File: src/rtl/axis_rr_packet_mux_pkg.sv
// Shared AXIS helpers: mux FSM state type and a wrapping round-robin search.
package axi_ifs;

  typedef enum logic {
    IDLE   = 1'b0,
    LOCKED = 1'b1
  } axis_mux_state_t;

  localparam int unsigned RR_MAX_CH = 16;

  // Returns the first set bit of req at or after ptr, wrapping at num_ch.
  // Searching from the farthest offset back toward ptr lets the nearest hit win.
  function automatic logic [3:0] rr_next(input logic [RR_MAX_CH-1:0] req,
                                         input logic [3:0]           ptr,
                                         input int unsigned          num_ch);
    logic [3:0]  grant;
    int unsigned idx;
    grant = ptr;
    for (int unsigned k = RR_MAX_CH; k > 0; k--) begin
      if (k <= num_ch) begin
        idx = 32'(ptr) + k - 1;
        if (idx >= num_ch) idx = idx - num_ch;
        if (req[idx[3:0]]) grant = idx[3:0];
      end
    end
    return grant;
  endfunction

endpackage

File: src/rtl/axis_rr_packet_mux_skid_buffer.sv
// Two-entry AXIS skid buffer with registered outputs and a ready that depends
// only on flop state, so the downstream ready never reaches the upstream ready.
module axis_skid_buffer #(
  parameter int unsigned W = 8
) (
  input  logic         clk,
  input  logic         resn,
  input  logic         in_valid,
  output logic         in_ready,
  input  logic [W-1:0] in_data,
  output logic         out_valid,
  input  logic         out_ready,
  output logic [W-1:0] out_data
);

  logic         skid_valid;
  logic [W-1:0] skid_data;

  assign in_ready = ~skid_valid;

  // Main register loads when free; a beat arriving during a stall parks in the skid slot.
  always_ff @(posedge clk or negedge resn) begin
    if (!resn) begin
      out_valid  <= 1'b0;
      out_data   <= '0;
      skid_valid <= 1'b0;
      skid_data  <= '0;
    end else if (!skid_valid) begin
      if (out_ready || !out_valid) begin
        out_valid <= in_valid;
        if (in_valid) out_data <= in_data;
      end else if (in_valid) begin
        skid_valid <= 1'b1;
        skid_data  <= in_data;
      end
    end else if (out_ready) begin
      out_data   <= skid_data;
      skid_valid <= 1'b0;
    end
  end

endmodule

File: src/rtl/axis_rr_packet_mux.sv
// N-channel AXIS packet mux: round-robin grant held until tlast, output through
// a skid buffer, optional tid tagging with the source channel index.
module axis_rr_packet_mux
  import axi_ifs::*;
#(
  parameter int unsigned NUM_CH     = 4,
  parameter int unsigned DATA_WIDTH = 8,
  parameter int unsigned DEST_WIDTH = 4,
  parameter int unsigned ID_WIDTH   = 2,
  parameter int unsigned USER_WIDTH = 4,
  parameter int unsigned ID_MODE    = 1
) (
  input  logic                           clk,
  input  logic                           resn,
  input  logic [NUM_CH-1:0]              s_tvalid,
  output logic [NUM_CH-1:0]              s_tready,
  input  logic [NUM_CH-1:0]              s_tlast,
  input  logic [NUM_CH*DATA_WIDTH-1:0]   s_tdata,
  input  logic [NUM_CH*DEST_WIDTH-1:0]   s_tdest,
  input  logic [NUM_CH*ID_WIDTH-1:0]     s_tid,
  input  logic [NUM_CH*USER_WIDTH-1:0]   s_tuser,
  output logic                           m_tvalid,
  input  logic                           m_tready,
  output logic                           m_tlast,
  output logic [DATA_WIDTH-1:0]          m_tdata,
  output logic [DEST_WIDTH-1:0]          m_tdest,
  output logic [ID_WIDTH-1:0]            m_tid,
  output logic [USER_WIDTH-1:0]          m_tuser,
  output logic [15:0]                    pkt_count,
  output logic [$clog2(NUM_CH)-1:0]      active_ch,
  output logic                           busy
);

  localparam int unsigned CH_W   = $clog2(NUM_CH);
  localparam int unsigned BEAT_W = 1 + USER_WIDTH + ID_WIDTH + DEST_WIDTH + DATA_WIDTH;

  if (ID_MODE == 1 && ID_WIDTH < CH_W) begin : g_id_width_check
    $error("axis_rr_packet_mux: ID_WIDTH too narrow to hold a channel index");
  end

  axis_mux_state_t   state, state_next;
  logic [CH_W-1:0]   active_next;
  logic [CH_W-1:0]   ptr;
  logic              beat_valid;
  logic              skid_ready;
  logic              out_valid;
  logic [BEAT_W-1:0] beat_in;
  logic [BEAT_W-1:0] beat_out;
  logic [ID_WIDTH-1:0] beat_id;
  int unsigned       sel;

  // Arbitrate in IDLE, then steer the granted channel's handshake into the skid buffer.
  always_comb begin
    state_next  = state;
    active_next = active_ch;
    beat_valid  = 1'b0;
    s_tready    = '0;
    unique case (state)
      IDLE: begin
        if (|s_tvalid) begin
          active_next = CH_W'(rr_next(16'(s_tvalid), 4'(ptr), NUM_CH));
          state_next  = LOCKED;
        end
      end
      LOCKED: begin
        s_tready[active_ch] = skid_ready;
        beat_valid          = s_tvalid[active_ch];
        if (beat_valid && skid_ready && s_tlast[active_ch]) state_next = IDLE;
      end
      default: state_next = IDLE;
    endcase
  end

  // State, grant and round-robin pointer registers; pointer moves past a finished packet.
  always_ff @(posedge clk or negedge resn) begin
    if (!resn) begin
      state     <= IDLE;
      active_ch <= '0;
      ptr       <= '0;
    end else begin
      state     <= state_next;
      active_ch <= active_next;
      if (state == LOCKED && state_next == IDLE)
        ptr <= (active_ch == CH_W'(NUM_CH - 1)) ? '0 : active_ch + 1'b1;
    end
  end

  // Select the granted channel's fields; tid is optionally replaced by the channel index.
  always_comb begin
    sel     = 32'(active_ch);
    beat_id = (ID_MODE == 1) ? ID_WIDTH'(active_ch) : s_tid[sel*ID_WIDTH +: ID_WIDTH];
    beat_in = {s_tlast[active_ch],
               s_tuser[sel*USER_WIDTH +: USER_WIDTH],
               beat_id,
               s_tdest[sel*DEST_WIDTH +: DEST_WIDTH],
               s_tdata[sel*DATA_WIDTH +: DATA_WIDTH]};
  end

  axis_skid_buffer #(.W(BEAT_W)) u_skid (
    .clk       (clk),
    .resn      (resn),
    .in_valid  (beat_valid),
    .in_ready  (skid_ready),
    .in_data   (beat_in),
    .out_valid (out_valid),
    .out_ready (m_tready),
    .out_data  (beat_out)
  );

  assign m_tvalid = out_valid;
  assign {m_tlast, m_tuser, m_tid, m_tdest, m_tdata} = beat_out;
  assign busy = (state == LOCKED);

  // Count packets as their last beat leaves the output port.
  always_ff @(posedge clk or negedge resn) begin
    if (!resn) pkt_count <= '0;
    else if (out_valid && m_tready && m_tlast) pkt_count <= pkt_count + 16'd1;
  end

endmodule

File: config.mk
export PLATFORM = sky130hd
export DESIGN_NAME = axis_rr_packet_mux
export DESIGN_NICKNAME = d
export VERILOG_FILES = /design/src/rtl/axis_rr_packet_mux_pkg.sv /design/src/rtl/axis_rr_packet_mux_skid_buffer.sv /design/src/rtl/axis_rr_packet_mux.sv
export SDC_FILE = /design/constraint.sdc
export NUM_CORES = 1
export LEC_CHECK = 0
export BUFFER_PORTS_ARGS = -buffer_cell sky130_fd_sc_hd__buf_2
export CAP_MARGIN = 20
export CORE_UTILIZATION = 51
export CTS_BUF_LIST = sky130_fd_sc_hd__clkbuf_2 sky130_fd_sc_hd__clkbuf_4 sky130_fd_sc_hd__clkbuf_8
export DETAILED_ROUTE_END_ITERATION = 12
export GPL_TIMING_DRIVEN = 0
export PLACE_DENSITY = 0.85
export SLEW_MARGIN = 25
export SYNTH_ARGS = -nofsm -noshare
export SYNTH_HDL_FRONTEND = slang
export SYNTH_SLANG_ARGS = --single-unit
File: constraint.sdc
create_clock -name clk -period 2.4 [get_ports clk]
set_input_delay 0.36 -clock clk [delete_from_list [all_inputs] [get_ports clk]]
set_output_delay 0.36 -clock clk [all_outputs]
set_load 0.02 [all_outputs]
==> impl_metrics.json, run 1 <==
{
  "yosys-top-cells-count": "dfrtp_1 (61), nand2_1 (43), nor2_1 (31), mux2_2 (21), mux4_2 (18)",
  "die_w_um": 83.0,
  "syn_avg_cell_area_um2": 11.2,
  "io_buffers": 117,
  "grt_pass1_vias": 2885,
  "power_density_nw_per_um2": 1350,
  "cts_made_buffers": 9,
  "rows": 29,
  "r2r-start": "ptr[0]",
  "synth_top_area_share_pct": 45.6,
  "crit_fanout": 10,
  "cts_hold_buf": 0,
  "cts_tree": "yes",
  "drive_gt1_share_pct": 44.0,
  "hold_viol": 0,
  "initial_core_util_pct": 52.7,
  "synth_ff_type": "dfrtp_1",
  "worstSetupPathType": "flop to output port",
  "vias_per_cell": 5.62,
  "use_met2_pct": 42.7,
  "tightestPinTransition_ps": 760,
  "ys.warnings.count": 0,
  "hpwlAfterDp_mm": 5.92,
  "nNetsFinal": 518,
  "die_y_um": 83.0,
  "syn_nets": 391,
  "period_share_pct": 94.0,
  "worstPathArrival_ps": 1900,
  "syn2layout_area_growth_pct": 25.7,
  "cts_max_level": 3,
  "top_usage_layer": "met2",
  "final_util_pct": 66.3,
  "crit_path_end_kind": "output port",
  "io_pins": 126,
  "yosysMostFrequentCell": "dfrtp_1",
  "vias": 2850,
  "nFillCells": 512,
  "clkLatencyLatePin_ps": 340,
  "power.total_mw": 5.69,
  "ys_types": 39,
  "clk_pin_slew_ps": 70,
  "yosysSeqAreaShare_pct": 45.6,
  "place.gp.congestion": 0.824,
  "setup_tns_ps": 0,
  "met1_usage_pct": 30.8,
  "max-slew-margin-rel_pct": 49.4,
  "clockBufferDepth": 2,
  "antenna_found_initial": 0,
  "reg2reg_setup_slack_ps": 340,
  "final_cells": 507,
  "grtUsageMet3_pct": 4.87,
  "drt_iter0_drc": 133,
  "clockRootBuffer": "clkbuf_8",
  "fmax_mhz": 443,
  "synth.largest_area_cell": "dfrtp_1",
  "synthCells": 298,
  "grt.total_usage_pct": 24.4,
  "ant_nets": 0,
  "drt_pass1_iterations": 4,
  "finalSetupViolCount": 0,
  "cp.required_ps": 2040,
  "dp.cells": 492,
  "wl_mm": 7.91,
  "p_leak_nw": 2.05,
  "drv_slew": 0,
  "synth_seq_cells": 61,
  "synth.cell_area_um2": 3350,
  "r2r_end": "active_ch[0]",
  "rsz0062_at_grt": "no",
  "startpoint": "active_ch[0]",
  "synthTopCellsByArea": "dfrtp_1 (46%), mux4_2 (12%), mux2_2 (7.1%)",
  "diodes": 0,
  "die_area_um2": 6900,
  "route.detailed.drc": 0,
  "synth_edf_count": 0,
  "status": "complete, no violations",
  "grt_pass1_wl_mm": 13.4,
  "core_um2": 6350,
  "min_path_type": "input port to async pin",
  "timing.final.crit_period_ps": 2260,
  "ir_drop_v": 0.000837,
  "cp-endpoint": "s_tready[0]",
  "grt_overflow": 0,
  "rr_worst_depth": 8,
  "fin_skew_ps": 11.5,
  "drv_cap": 0,
  "start_kind": "flop",
  "postSynth.asyncResetShare_pct": 100,
  "wl_per_cell_um": 15.6,
  "grt_max_degree": 62,
  "clkSinkCount": 61
}
==> critical path: stages, from the launching register on <==
cell     delay, ps
dfrtp_1        410
buf_2          200
buf_2          320
inv_1          120
ha_1           200
and3_1         160
buf_2          150
==> state kept, by name (all words and copies together) (netlist names) <==
signal,count
active_ch,2
busy,1
u_skid.skid_data,19
u_skid.out_data,19
u_skid.out_valid,1
ptr,2
pkt_count,16
u_skid.skid_valid,1
==> cell families after synthesis <==
kind of cell	Yosys count	share of synthesized area, %
AOI/OAI and AO/OA	34	6.80
xor gates and xnor gates	15	3.92
adders and majority gates	10	3.74
buffers and inverters	25	4.00
DFF	61	45.6
muxes	47	21.7
and+or+nand+nor	106	14.2
==> metal layers <==
| metal | up-vias | share of wire (%) |
|---|---|---|
| li1 | 1327 | - |
| met1 | 1414 | 41 |
| met2 | 98 | 52 |
| met3 | 11 | 5.1 |
| met4 | 0 | 1.1 |
| met5 | - | 0 |
==> layout make-up <==
| type | instances | area, µm² | share of cell area (%) |
|---|---|---|---|
| multi-input cells | 212 | 1690 | 40.1 |
| flip-flops and latches | 61 | 1530 | 36.3 |
| repair buffers | 117 | 588 | 14.0 |
| clock buffers | 12 | 153 | 3.63 |
| plain buffers | 17 | 105 | 2.50 |
| well taps | 77 | 96.3 | 2.29 |
| inverters | 7 | 26.3 | 0.624 |
| clock inverters | 4 | 23.8 | 0.565 |
==> worst min-delay path by stage <==
stage | depth (start not counted) | from | endpoint | slack (ps)
after floorplan | 0 | resn | active_ch[0] | 60
after global placement | 1 | pkt_count[15] | pkt_count[15] | 460
after detailed placement | 1 | resn | u_skid.out_data[17] | 480
after CTS | 1 | resn | u_skid.out_data[17] | 120
after global routing | 1 | resn | u_skid.out_data[17] | 160
final | 1 | resn | u_skid.out_data[17] | 70
==> placed cells by master (no fill, tap or decap), types with 4 or more instances in the layout <==
cell type / netlist / routed
xnor2_1: 12 / 12
mux2i_1: 6 / 6
buf_4: 2 / 4
ha_1: 10 / 10
mux4_2: 18 / 18
nand2_1: 43 / 43
a21oi_1: 5 / 5
clkbuf_8: 0 / 10
nor2_1: 31 / 31
a31oi_1: 17 / 17
inv_1: 7 / 7
nand3_1: 8 / 8
and3_1: 6 / 6
dfrtp_1: 61 / 60
buf_2: 8 / 122
nand4_1: 4 / 4
mux2_2: 21 / 21
clkbuf_1: 4 / 4
==> metrics by stage <==
stage | area, µm² | hold WS [ps] | setup WS (ps)
2_1_floorplan | 3350 | 64.4 | 531
3_3_place_gp | 4030 | 458 | 319
3_5_place_dp | 4030 | 476 | 296
4_1_cts | 4210 | 124 | 12.1
5_1_grt | 4210 | 158 | 19.8
6_report | 4210 | 73.9 | 144
==> power breakdown <==
group          total, mW  switching [mW]  internal [mW]
Sequential          1.81           0.328           1.48
Combinational       3.07            1.71           1.36
Clock              0.811           0.389          0.422
Total               5.69            2.43           3.27
==> repair_timing <==
action / in CTS / in global routing
gates resized for setup: 1 / 1
setup buffers: 0 / 0
endpoints found under the setup margin: 2 / 2
cloned: 0 / 0
No activity file was read; power rests on OpenSTA's default activity.
==> inputs of run 2 (changes only) <==
Settings changed: ABC_AREA set to 1, CORE_UTILIZATION 51 to 52, PLACE_DENSITY 0.85 to 0.86, REMOVE_ABC_BUFFERS set to 1.
==> impl_metrics.json, run 2 <==
{
  "status": "complete, no violations",
  "drt_pass1_iterations": 4,
  "hold_viol": 0,
  "drv_cap": 0,
  "min_path_type": "input port to async pin",
  "fin_skew_ps": 6.66,
  "synth_top_area_share_pct": 42.5,
  "synth.largest_area_cell": "dfrtp_1",
  "die_area_um2": 7250,
  "core_um2": 6490,
  "worstPathArrival_ps": 2460,
  "mostFrequentLayoutCell": "buf_2",
  "cpMaxStageDelayCell": "dfrtp_4",
  "timing.final.crit_period_ps": 2220,
  "synthCells": 467,
  "crit_path_max_incr_delay_ps": 670,
  "internal_power_mw": 3.10,
  "synth_ff_type": "dfrtp_1",
  "start_kind": "flop",
  "syn_avg_cell_area_um2": 7.69,
  "wl_per_cell_um": 13.3,
  "reg2reg_setup_slack_ps": 180,
  "drive_gt1_share_pct": 26.3,
  "initial_core_util_pct": 55.3,
  "synth_edf_count": 0,
  "grt_max_degree": 62,
  "grt.total_usage_pct": 25.1,
  "ant_nets": 0,
  "p_sw_mw": 2.79,
  "power_density_nw_per_um2": 1340,
  "drv_slew": 0,
  "clockRootBuffer": "clkbuf_8",
  "antenna_found_initial": 0,
  "postSynth.asyncResetShare_pct": 100,
  "drt_iter0_drc": 159,
  "synth_seq_cells": 61,
  "place.gp.congestion": 0.818,
  "ys.warnings.count": 0,
  "grt_pass1_vias": 3336,
  "io_buffers": 117,
  "crit_fanout": 42,
  "die_w_um": 85.1,
  "fin_ws_ps": 177,
  "cp_top_family": "simple AND/OR/NAND/NOR gates",
  "final_cell_mix": "buf_2 (116), nand2_1 (96), nor2_1 (67)",
  "vias": 3463,
  "worstSetupPathType": "flop to flop",
  "nFillCells": 556,
  "seq_area_um2": 1530,
  "wl_mm": 8.71,
  "route.detailed.drc": 0,
  "finalSetupViolCount": 0,
  "period_share_pct": 92.6,
  "switching_share_pct": 47.4,
  "yosysSeqAreaShare_pct": 42.5,
  "clockBufferDepth": 2,
  "clk_pin_slew_ps": 70,
  "place_ws_ps": -468,
  "cts_max_level": 3,
  "fmax_mhz": 450,
  "yosysMostFrequentCell": "nand2_1",
  "top_regs": "u_skid.out_data: 19 flops, u_skid.skid_data: 19 flops, pkt_count: 16 flops",
  "p_leak_nw": 2.28,
  "cts_tree": "yes",
  "clkLatencyLatePin_ps": 320,
  "rsz0062_at_grt": "no",
  "crit_path_end_kind": "flop",
  "grt_overflow": 0,
  "ys_types": 33,
  "hpwlAfterDp_mm": 5.77,
  "clkPwrFrac_pct": 15.7,
  "multi_input_area_um2": 1770,
  "nNetsFinal": 666,
  "die_y_um": 85.1,
  "clkSinkCount": 61,
  "setup_tns_ps": 0,
  "yosys-top-cells-count": "nand2_1 (96), nor2_1 (67), dfrtp_1 (61), o21ai_0 (56), inv_1 (43)",
  "synthTopCellsByArea": "dfrtp_1 (42%), nand2_1 (10%), o21ai_0 (7.8%)",
  "io_pins": 126,
  "max-slew-margin-rel_pct": 49.5,
  "tightestPinTransition_ps": 757,
  "crit_chain": "inv_12, nor2_1, o21ai_2, nand2_2, nor2_2, nand2_1, o21ai_0",
  "cp.required_ps": 2630,
  "synth.cell_area_um2": 3590,
  "syn2layout_area_growth_pct": 22.0,
  "vias_per_cell": 5.29,
  "diodes": 0,
  "ir_drop_v": 0.000648,
  "rows": 29,
  "crit_buf_inv": 1,
  "p_comb_share_pct": 52.5,
  "grt_pass1_wl_mm": 14.4,
  "cts_made_buffers": 9,
  "p_seq_share_pct": 31.9
}
## run 2: per-stage QoR
step / std cells / util [%] / power (mW) / hold slack (ps) / area [µm²]
after floorplan: 442 / - / 3.97 / 64.4 / 3450
after global placement: 636 / 63.6 / 4.70 / 452 / 4130
after detailed placement: 636 / 63.6 / 4.86 / 461 / 4130
after CTS: 653 / 67.2 / 5.87 / 122 / 4360
after global routing: 655 / 67.5 / 6.41 / 166 / 4380
final: 655 / 67.5 / 5.89 / 109 / 4380
## run 2: timing repair
action / 4_1_cts / 5_1_grt
endpoints found under the hold margin: 0 / 0
hold buffers: 0 / 0
pin swaps: 1 / 1
cloned: 1 / 2
setup buffers: 0 / 0
setup endpoints to repair: 42 / 19
gates resized for setup: 8 / 2
## run 2: final timing paths
path | startpoint | depth (start not counted) | endpoint
setup / recovery | active_ch[0] | 7 | u_skid.skid_data[7]
hold / removal | resn | 1 | u_skid.out_data[11]
setup reg to reg | active_ch[0] | 7 | u_skid.skid_data[7]
hold reg to reg | pkt_count[15] | 1 | pkt_count[15]
max in group asynchronous | resn | 1 | active_ch[0]
min in group clk | m_tready | 2 | u_skid.skid_valid
## run 2: kinds of logic (layout without fill, tap and decap cells)
logic type | Yosys count | after routing | synth area share, %
AND/OR/NAND/NOR | 193 | 194 | 22.5
buffers and inverters | 70 | 179 | 8.77
flip-flops | 61 | 61 | 42.5
XOR/XNOR | 15 | 15 | 3.66
adder cells (fa/ha/maj) | 10 | 10 | 3.48
AO/OA/AOI/OAI | 117 | 118 | 18.8
multiplexers | 1 | 1 | 0.313
## run 2: cell type report
class	count	area share (%)
tap	77	2.20
timing repair inverter	1	0.114
clock inverter	4	1.08
multi-input combinational	338	40.5
sequential	61	35.0
timing repair buffer	117	13.4
inverter	45	4.22
clock buffer	12	3.48
## run 2: power by group through the flow
stage               logic, mW  clock network, mW  registers [mW]
global route             3.49              0.982            1.94
CTS                      3.06              0.939            1.88
global placement         2.86                  0            1.84
finish                   3.09              0.922            1.88
floorplan                1.92                  0            2.05
detailed placement       2.99                  0            1.86
## run 2: worst register-to-register path, stage by stage (launching register included)
cell	delay (ps)
dfrtp_4	670
inv_12	240
nor2_1	80
o21ai_2	170
nand2_2	180
nor2_2	560
nand2_1	120
o21ai_0	120
## run 2: routing by layer
| layer | wire length, µm | track usage (%) | vias to the layer above |
|---|---|---|---|
| met2 | 4280 | 44.6 | 108 |
| met4 | 68 | 9.55 | 0 |
| li1 | - | - | 1731 |
| met5 | 0 | 0 | - |
| met3 | 412 | 4.28 | 9 |
| met1 | 3940 | 30.3 | 1615 |
